==> src/rtl/countdown_pkg.sv <==
// Shared encodings and BCD helpers for the countdown run controller.
// Time digits are held as {hr_10, hr_1, min_10, min_1, sec_10, sec_1}.
package countdown_pkg;

  typedef enum logic [1:0] {
    StIdle    = 2'd0,
    StRun     = 2'd1,
    StPause   = 2'd2,
    StExpired = 2'd3
  } state_e;

  localparam logic [3:0] SepNibble = 4'hF;
  localparam logic [3:0] TensMax   = 4'd5;
  localparam logic [3:0] UnitsMax  = 4'd9;

  function automatic logic [3:0] clamp_digit(logic [3:0] d, logic [3:0] max);
    return (d > max) ? max : d;
  endfunction

  // Strip separator nibbles from a packed time and clamp each digit to its range.
  function automatic logic [23:0] clamp_time(logic [31:0] v);
    logic [23:0] r;
    r[23:20] = clamp_digit(v[31:28], UnitsMax);
    r[19:16] = clamp_digit(v[27:24], UnitsMax);
    r[15:12] = clamp_digit(v[19:16], TensMax);
    r[11:8]  = clamp_digit(v[15:12], UnitsMax);
    r[7:4]   = clamp_digit(v[7:4],   TensMax);
    r[3:0]   = clamp_digit(v[3:0],   UnitsMax);
    return r;
  endfunction

  function automatic logic [31:0] pack_time(logic [23:0] d);
    return {d[23:16], SepNibble, d[15:8], SepNibble, d[7:0]};
  endfunction

  // One-second decrement with borrow; digits 1 and 3 are the tens of sec/min.
  function automatic logic [23:0] bcd_dec(logic [23:0] d);
    logic [23:0] r;
    logic        borrow;
    r      = d;
    borrow = 1'b1;
    for (int i = 0; i < 6; i++) begin
      if (borrow) begin
        if (r[i*4 +: 4] == 4'd0) begin
          r[i*4 +: 4] = (i == 1 || i == 3) ? TensMax : UnitsMax;
        end else begin
          r[i*4 +: 4] = r[i*4 +: 4] - 4'd1;
          borrow      = 1'b0;
        end
      end
    end
    return r;
  endfunction

endpackage

==> src/rtl/btn_hold_pulse.sv <==
// Emits a single-cycle pulse once a button has been held for HOLD_CYC consecutive cycles.
module btn_hold_pulse #(
  parameter int unsigned HOLD_CYC = 2500000
) (
  input  logic clk,
  input  logic rst,
  input  logic btn,
  output logic pulse
);

  localparam int unsigned    CntW     = $clog2(HOLD_CYC + 1);
  localparam logic [CntW-1:0] HoldMax  = CntW'(HOLD_CYC);
  localparam logic [CntW-1:0] HoldLast = CntW'(HOLD_CYC - 1);

  logic [CntW-1:0] cnt_q, cnt_d;

  // Count saturates at HOLD_CYC so a continued hold never re-fires.
  always_comb begin
    cnt_d = cnt_q;
    if (!btn) begin
      cnt_d = '0;
    end else if (cnt_q != HoldMax) begin
      cnt_d = cnt_q + CntW'(1);
    end
  end

  assign pulse = btn && (cnt_q == HoldLast);

  always_ff @(posedge clk) begin
    if (rst) begin
      cnt_q <= '0;
    end else begin
      cnt_q <= cnt_d;
    end
  end

endmodule

==> src/rtl/countdown_run_ctrl.sv <==
// Countdown timer controller: IDLE/RUN/PAUSE/EXPIRED FSM with BCD h:m:s count and
// debounced start/clear buttons.
module countdown_run_ctrl
  import countdown_pkg::*;
#(
  parameter int unsigned CLK_HZ    = 100000000,
  parameter int unsigned HOLD_CYC  = 2500000,
  parameter int unsigned ALARM_SEC = 10
) (
  input  logic        clk,
  input  logic        rst,
  input  logic [31:0] load_val,
  input  logic        start,
  input  logic        clear,
  output logic [31:0] display,
  output logic [1:0]  state,
  output logic        running,
  output logic        alarm
);

  localparam int unsigned     PreW     = $clog2(CLK_HZ + 1);
  localparam logic [PreW-1:0] PreLast  = PreW'(CLK_HZ - 1);
  localparam int unsigned     AsW      = $clog2(ALARM_SEC + 1);
  localparam logic [AsW-1:0]  AsLast   = AsW'(ALARM_SEC - 1);

  logic start_p, clear_p, start_go, tick;
  logic [23:0] load_clamped, cnt_dec;

  state_e          state_q, state_d;
  logic [23:0]     cnt_q, cnt_d;
  logic [PreW-1:0] presc_q, presc_d;
  logic [AsW-1:0]  asec_q, asec_d;
  logic            running_q, running_d, alarm_q, alarm_d;

  btn_hold_pulse #(.HOLD_CYC(HOLD_CYC)) u_start_btn (
    .clk   (clk),
    .rst   (rst),
    .btn   (start),
    .pulse (start_p)
  );

  btn_hold_pulse #(.HOLD_CYC(HOLD_CYC)) u_clear_btn (
    .clk   (clk),
    .rst   (rst),
    .btn   (clear),
    .pulse (clear_p)
  );

  always_comb begin
    load_clamped = clamp_time(load_val);
    cnt_dec      = bcd_dec(cnt_q);
    tick         = (presc_q == PreLast);
    start_go     = start_p && !clear_p;
    state_d      = state_q;
    cnt_d        = cnt_q;
    presc_d      = presc_q;
    asec_d       = asec_q;
    case (state_q)
      StIdle: begin
        if (start_go && (load_clamped != '0)) begin
          cnt_d   = load_clamped;
          presc_d = '0;
          state_d = StRun;
        end
      end
      StRun: begin
        presc_d = tick ? '0 : presc_q + PreW'(1);
        if (tick) cnt_d = cnt_dec;
        // Reaching zero outranks any button pulse on the same edge.
        if (tick && (cnt_dec == '0)) begin
          state_d = StExpired;
          presc_d = '0;
          asec_d  = '0;
        end else if (clear_p) begin
          state_d = StIdle;
        end else if (start_go) begin
          state_d = StPause;
        end
      end
      StPause: begin
        if (clear_p) begin
          state_d = StIdle;
        end else if (start_go) begin
          state_d = StRun;
        end
      end
      default: begin
        presc_d = tick ? '0 : presc_q + PreW'(1);
        if (tick) asec_d = asec_q + AsW'(1);
        if ((tick && (asec_q == AsLast)) || start_p || clear_p) begin
          state_d = StIdle;
          presc_d = '0;
          asec_d  = '0;
        end
      end
    endcase
    running_d = (state_d == StRun);
    alarm_d   = (state_d == StExpired);
  end

  always_ff @(posedge clk) begin
    if (rst) begin
      state_q   <= StIdle;
      cnt_q     <= '0;
      presc_q   <= '0;
      asec_q    <= '0;
      running_q <= 1'b0;
      alarm_q   <= 1'b0;
    end else begin
      state_q   <= state_d;
      cnt_q     <= cnt_d;
      presc_q   <= presc_d;
      asec_q    <= asec_d;
      running_q <= running_d;
      alarm_q   <= alarm_d;
    end
  end

  assign display = (state_q == StIdle) ? pack_time(load_clamped) : pack_time(cnt_q);
  assign state   = state_q;
  assign running = running_q;
  assign alarm   = alarm_q;

endmodule

==> config.mk <==
export PLATFORM = sky130hd
export DESIGN_NAME = countdown_run_ctrl
export DESIGN_NICKNAME = d
export VERILOG_FILES = /design/src/rtl/countdown_pkg.sv /design/src/rtl/btn_hold_pulse.sv /design/src/rtl/countdown_run_ctrl.sv
export SDC_FILE = /design/constraint.sdc
export NUM_CORES = 1
export LEC_CHECK = 0
export BUFFER_PORTS_ARGS = -buffer_cell sky130_fd_sc_hd__buf_4
export CAP_MARGIN = 20
export CORE_MARGIN = 2
export CORE_UTILIZATION = 44
export DETAILED_ROUTE_END_ITERATION = 12
export GPL_ROUTABILITY_DRIVEN = 0
export GPL_TIMING_DRIVEN = 0
export SYNTH_ARGS = -nofsm -noshare
export SYNTH_HDL_FRONTEND = slang
export SYNTH_SLANG_ARGS = --single-unit
==> constraint.sdc <==
create_clock -name clk -period 3.6 [get_ports clk]
set_clock_uncertainty 0.15 [all_clocks]
set_input_delay 0.36 -clock clk [delete_from_list [all_inputs] [get_ports clk]]
set_output_delay 0.36 -clock clk [all_outputs]
set_load 0.005 [all_outputs]
==> results of run 1 <==
flip-flops by register name, summed over array words and instances (netlist names):
name / cells
presc_q: 27
u_start_btn.cnt_q: 22
running: 1
alarm: 1
state: 2
cnt_q: 24
asec_q: 4
u_clear_btn.cnt_q: 22
routing by layer:
metal | up-vias | GRT usage
li1 | 2735 | -
met1 | 2581 | 0.288
met2 | 162 | 0.360
met3 | 21 | 0.0386
met4 | 0 | 0.0858
met5 | - | 0
final cells by class:
type / instances / area share
Clock inverter: 5 / 0.0121
Inverter: 13 / 0.00728
Tap cell: 172 / 0.0321
Clock buffer: 10 / 0.0341
Timing Repair Buffer: 55 / 0.0616
Buffer: 47 / 0.0354
Multi-Input combinational cell: 582 / 0.510
Sequential cell: 103 / 0.307
worst min path at each step:
stage,slack [ns],depth (start not counted),from,to
after floorplan,0.31,2,presc_q[26],presc_q[26]
after CTS,0.20,3,start,u_start_btn.cnt_q[10]
after detailed placement,0.34,2,cnt_q[20],cnt_q[20]
after global placement,0.33,2,presc_q[26],presc_q[26]
after global routing,0.22,3,clear,u_clear_btn.cnt_q[12]
final,0.20,3,start,u_start_btn.cnt_q[10]
synth_stat cells, drive strengths merged, types with 7 or more instances:
cell type  number  share of area
xor2           24          0.037
nand3          43          0.038
xnor2          36          0.055
a211oi          7         0.0092
inv            13         0.0085
nor3           21          0.018
o21ai          44          0.038
ha              7          0.015
buf            18          0.022
nand2          86          0.056
nor2b           7         0.0076
and4            7          0.011
nor2           98          0.064
or3            11          0.012
dfxtp         103           0.36
a21oi          37          0.034
nor4           17          0.021
nand4          14          0.015
nand2b         12          0.013
clkbuf         29          0.019
and3           17          0.019
worst max-delay path: stages, from the launching register on:
cell,delay [ns]
dfxtp_1,0.36
or4b_2,0.70
nor4_2,0.46
a211oi_1,0.23
a22oi_1,0.25
or2_1,0.14
buf_2,0.26
buf_2,0.34
o21ai_0,0.15
a21oi_1,0.13
report_power, final:
part	switching, mW	internal, mW	total [mW]
combinational	0.0654	0.0595	0.125
clock	0.442	0.607	1.05
sequential	0.00274	1.14	1.14
total	0.510	1.81	2.32
cell usage in the layout, fill, tap and decap left out, types with 7 or more instances in the layout:
cell and instances:
ha_1 7, buf_4 63, clkbuf_1 29, inv_1 13, a211oi_1 7, and4_1 7, a21oi_1 35, nand2_1 86
nand3_1 42, nor3_1 21, and3_1 17, dfxtp_1 103, or3_1 11, nand4_1 14, nor2_1 98, nor2b_1 7
conb_1 8, xnor2_1 36, xor2_1 24, nor4_1 15, clkbuf_16 9, nand2b_1 12, o21ai_0 42
cells by family after synthesis:
family,synth area share
other cells,0.000653
buf+inv,0.0499
xor+xnor,0.0915
fa+ha+maj,0.0153
flops,0.359
simple gates,0.328
compound gates,0.139
mux,0.0168
==> metrics.md, run 1 <==
| Metric | Value |
|---|---|
| Status | complete, no violations |
| Initial antenna violation count | 0 |
| Max clock buf depth | 2 |
| VDD IR max | between 200 and 250 uV |
| Critical path capture point type | flip-flop |
| Fmax | 0.307 GHz |
| Post-DRT Antenna Nets | 0 |
| Synthesized area per cell | 7.78 um2 |
| Die Span X | around 120 um |
| Post-synth EDFFs | 0 |
| Static leakage | 2.37 nW |
| R2R Path End | cnt_q[23] |
| Die ar. | 0.0140 mm2 |
| Share of post-route cells with drive strength above 1 | 0.129 |
| Max-slew violation count | 0 |
| I/O Buffers | 55 |
| GRT Util Overall | 0.220 |
| Worst skew pair latency | 0.36 ns |
| Drt pass-1 iters | 6 |
| Met2 wire length | 7230 um |
| Clk slew on worst S/H paths | 0.07 ns |
| Vias/cell | 5.57 |
| Crit path time final | 3.25 ns |
| Crit path to | cnt_q[23] |
| Overall Power | around 2.3 mW |
| Crit path DAT | 3.38 ns |
| First-pass GRT wire length | 25,300 um |
| Largest net degree at the start of global routing | 17 |
| Via count | 5,499 |
| Postcts setup bufs | 0 |
| Worst hold slack | 0.199 ns |
| Final Instance Area | around 0.0067 mm2 |
| Initial Util | 0.453 |
| Clk sink count | 103 |
| Max layer used | met4 |
| Final wirelength | ~15,000 um |
| Met1 wire length | 7020 um |
| Final period util | 0.903 |
| Total area of multi-input combinational cells | 0.00342 mm2 |
| Hold Buf Count CTS | 0 |
| Dpl hpwl | 10,900 um |
| CTS tree | done |
| Dpl cell area | 0.00640 mm2 |
| R2r setup slk | 0.35 ns |
| I/O pins | 72 |
| Htree depth | 3 |
| P&R area growth vs syn | 16.8% |
| Ant. Diodes | 0 |
| Worst R2R Path Depth | 9 |
| Critical Path Start | u_clear_btn.cnt_q[6] |
| Die Y | 118 um |
| Yosys Warn Count | 0 |
| Final hold violations | 0 |
| WL met3 | 884 um |
| Number of global-route vias before repair | 5,143 |
| Worst Hold Class | in2reg |
| Max-cap viol count | 0 |
| Register area | 0.00206 mm2 |
| CP Max Fanout | 10 |
| Grt ovf | 0 |
| FF+latch count, synth | 103 |
| Num CTS Buffers | 9 |
| Inst Count DP | 972 |
| Ys flop type | dfxtp_1 |
| Worst Path Required | 3.73 ns |
| Sequential share of the synthesized area | 0.359 |
| Fillers | 1,217 |
| Reg-to-Reg Start | u_clear_btn.cnt_q[6] |
| Setup TNS | 0 ns |
| Fin nets | 854 |
| Power Dens Cells | 346 mW/mm2 |
| Netlist cell types | 66 |
| Worst setup SP type | flip-flop |
| Kind of critical path | reg2reg |
| Rows | 41 |
| CTS root buf | clkbuf_16 |
| Synthesized netlist cell count | 738 |
| Place WS | 0.380 ns |
| Routed wire per std cell | 15.6 um |
| DRC | 0 |
| Layout Cells excl Fill | roughly 990 |
| Setup violations, final | 0 |
| Worst Max-Slew Pin Slew | ~0.67 ns |
| 1st-iter DRT viols | 403 |
| Fraction of registers with async set/reset | 0 |
| RSZ-0062 raised after global routing | no |
| Final setup margin | 0.348 ns |
| Core region area | 0.0127 mm2 |
| Layout Utilization | 0.529 |
| Mapped Area | roughly 0.0057 mm2 |
| Resize count post-CTS | 0 |
| Slew Limit Headroom | 0.554 |
(Power assumes the default switching activity.)
==> run 2, diff against run 1 <==
SETUP_SLACK_MARGIN = 0.5   (was not set)
==> run 2 against run 1 <==
- critical path depth down 2
- non-clock buffer count up 2
- global-route usage about the same
- setup slack better by 0.31 ns
- die area unchanged
- core utilization up 0.44 points
- critical endpoint is now presc_q[19]
==> metrics.md, run 2 (synthesis gave the netlist of run 1 again) <==
| Metric | Value |
|---|---|
| Status | complete, no violations |
| Grt ovf | 0 |
| Fmax | 0.340 GHz |
| Final wirelength | 15,400 um |
| R2r setup slk | ~0.66 ns |
| Hold Buf Count CTS | 0 |
| Critical Path Start | u_clear_btn.cnt_q[6] |
| Share of power burned in registers | 0.493 |
| Initial Util | 0.453 |
| Slew Limit Headroom | 0.560 |
| Clock Power Share | 0.453 |
| Share of post-route cells with drive strength above 1 | 0.136 |
| GRT Util Overall | 0.220 |
| Most frequent cells in the layout | 103 x dfxtp_1, 98 x nor2_1, 86 x nand2_1 |
| RSZ-0062 raised after global routing | no |
| DRC | 0 |
| Post-DRT Antenna Nets | 0 |
| Most common cell after layout, fill and taps aside | dfxtp_1 |
| I/O pins | 72 |
| Final Instance Area | around 0.0068 mm2 |
| Worst Hold Class | in2reg |
| Clk slew on worst S/H paths | 0.07 ns |
| Reg-to-Reg Start | u_clear_btn.cnt_q[6] |
| Via count | 5,502 |
| Net Switching | a little over 0.5 mW |
| Worst skew pair latency | ~0.36 ns |
| Crit path time final | slightly below 3 ns |
| Crit path DAT | 3.03 ns |
| Setup violations, final | 0 |
| Sw Ratio | 0.220 |
| Ant. Diodes | 0 |
| Overall Power | 2.32 mW |
| Clk sink count | 103 |
| Max-slew violation count | 0 |
| CP Max Fanout | 10 |
| Dpl hpwl | 10,900 um |
| CTS root buf | clkbuf_16 |
| Fin nets | around 860 |
| First-pass GRT wire length | roughly 25,000 um |
| Die ar. | 0.0140 mm2 |
| CTS tree | done |
| Power share of the combinational group | 0.054 |
| VDD IR max | 247 uV |
| Power Dens Cells | 343 mW/mm2 |
| Static leakage | 2.40 nW |
| Core region area | 0.0127 mm2 |
| Routed wire per std cell | between 15 and 20 um |
| Initial antenna violation count | 0 |
| Htree depth | 3 |
| Die Span X | 118 um |
| Reg with most FFs | presc_q |
| Max-cap viol count | 0 |
| Final hold violations | 0 |
| Worst setup SP type | flip-flop |
| P&R area growth vs syn | 17.8% |
| Worst Hold Launch | start |
| Setup TNS | 0 ns |
| Num CTS Buffers | 9 |
| Max clock buf depth | 2 |
| Int Pwr | 1.81 mW |
| Rows | 41 |
| Largest net degree at the start of global routing | 17 |
| Critical path capture point type | flip-flop |
| Drt pass-1 iters | 5 |
| Worst Path Required | 3.69 ns |
| Kind of critical path | reg2reg |
| Worst Max-Slew Pin Slew | 0.658 ns |
| Dpl cell area | 0.00640 mm2 |
| Vias/cell | 5.56 |
| Top flop regs | presc_q: 27 flops, cnt_q: 24 flops |
| 1st-iter DRT viols | 522 |
| Die Y | 118 um |
| Number of global-route vias before repair | about 5,100 |
| I/O Buffers | 55 |
| Final period util | 0.818 |
| Largest register FFs | 27 |
run 2: changes by cell type in the layout (fill, tap and decap cells not counted), sizes merged:
cell and change:
clkbuf +1, buf +1
run 2: metrics by stage:
stage               instances  hold WS, ns   util  setup slack, ns
detailed placement        972        0.338  0.505            0.380
finish                    989        0.202  0.534            0.657
global route              989        0.224  0.534            0.503
floorplan                 745        0.308      -            0.930
CTS                       987        0.197  0.531            0.510
global placement          972        0.330  0.505            0.445
run 2: critical path, stage by stage, from the launching register on:
cell and delay, ns:
dfxtp_1 0.36, or4b_2 0.72, nor4_4 0.28, a2bb2oi_1 0.27, o211a_1 0.28, o21bai_2 0.38
buf_2 0.31, nor2_1 0.07
run 2: area by class of cell:
cell class / count / area (um2)
sequential: 103 / 2060
inverter: 13 / 48.8
buffer: 47 / 249
tap: 172 / 215
timing repair buffer: 57 / 428
clock buffer: 10 / 229
fill: 1212 / 5910
multi-input combinational: 582 / 3450
clock inverter: 5 / 81.3
run 2: routing by layer:
layer,GRT usage,share of wire,vias up
met5,0,0,-
li1,-,-,2743
met2,0.360,0.46,163
met3,0.0386,0.057,26
met4,0.0858,0.021,0
met1,0.289,0.46,2570
run 2: final timing paths:
kind	end	cells after the start
hold reg to reg	cnt_q[8]	2
setup / recovery	presc_q[19]	7
setup reg to reg	presc_q[19]	7
hold / removal	u_start_btn.cnt_q[10]	3
run 2: power groups by stage:
stage / clock, mW / combinational [mW] / sequential [mW]
detailed placement: 0 / 0.124 / 1.17
CTS: 1.07 / 0.125 / 1.14
global placement: 0 / 0.123 / 1.17
global route: 1.11 / 0.137 / 1.14
floorplan: 0 / 0.0563 / 1.17
finish: 1.05 / 0.125 / 1.14
run 2: what timing repair did:
item,4_1_cts,5_1_grt
buffers inserted,0,2
gates cloned,0,0
resized for setup,4,9
pin swaps,0,2
setup endpoints to repair,42,46
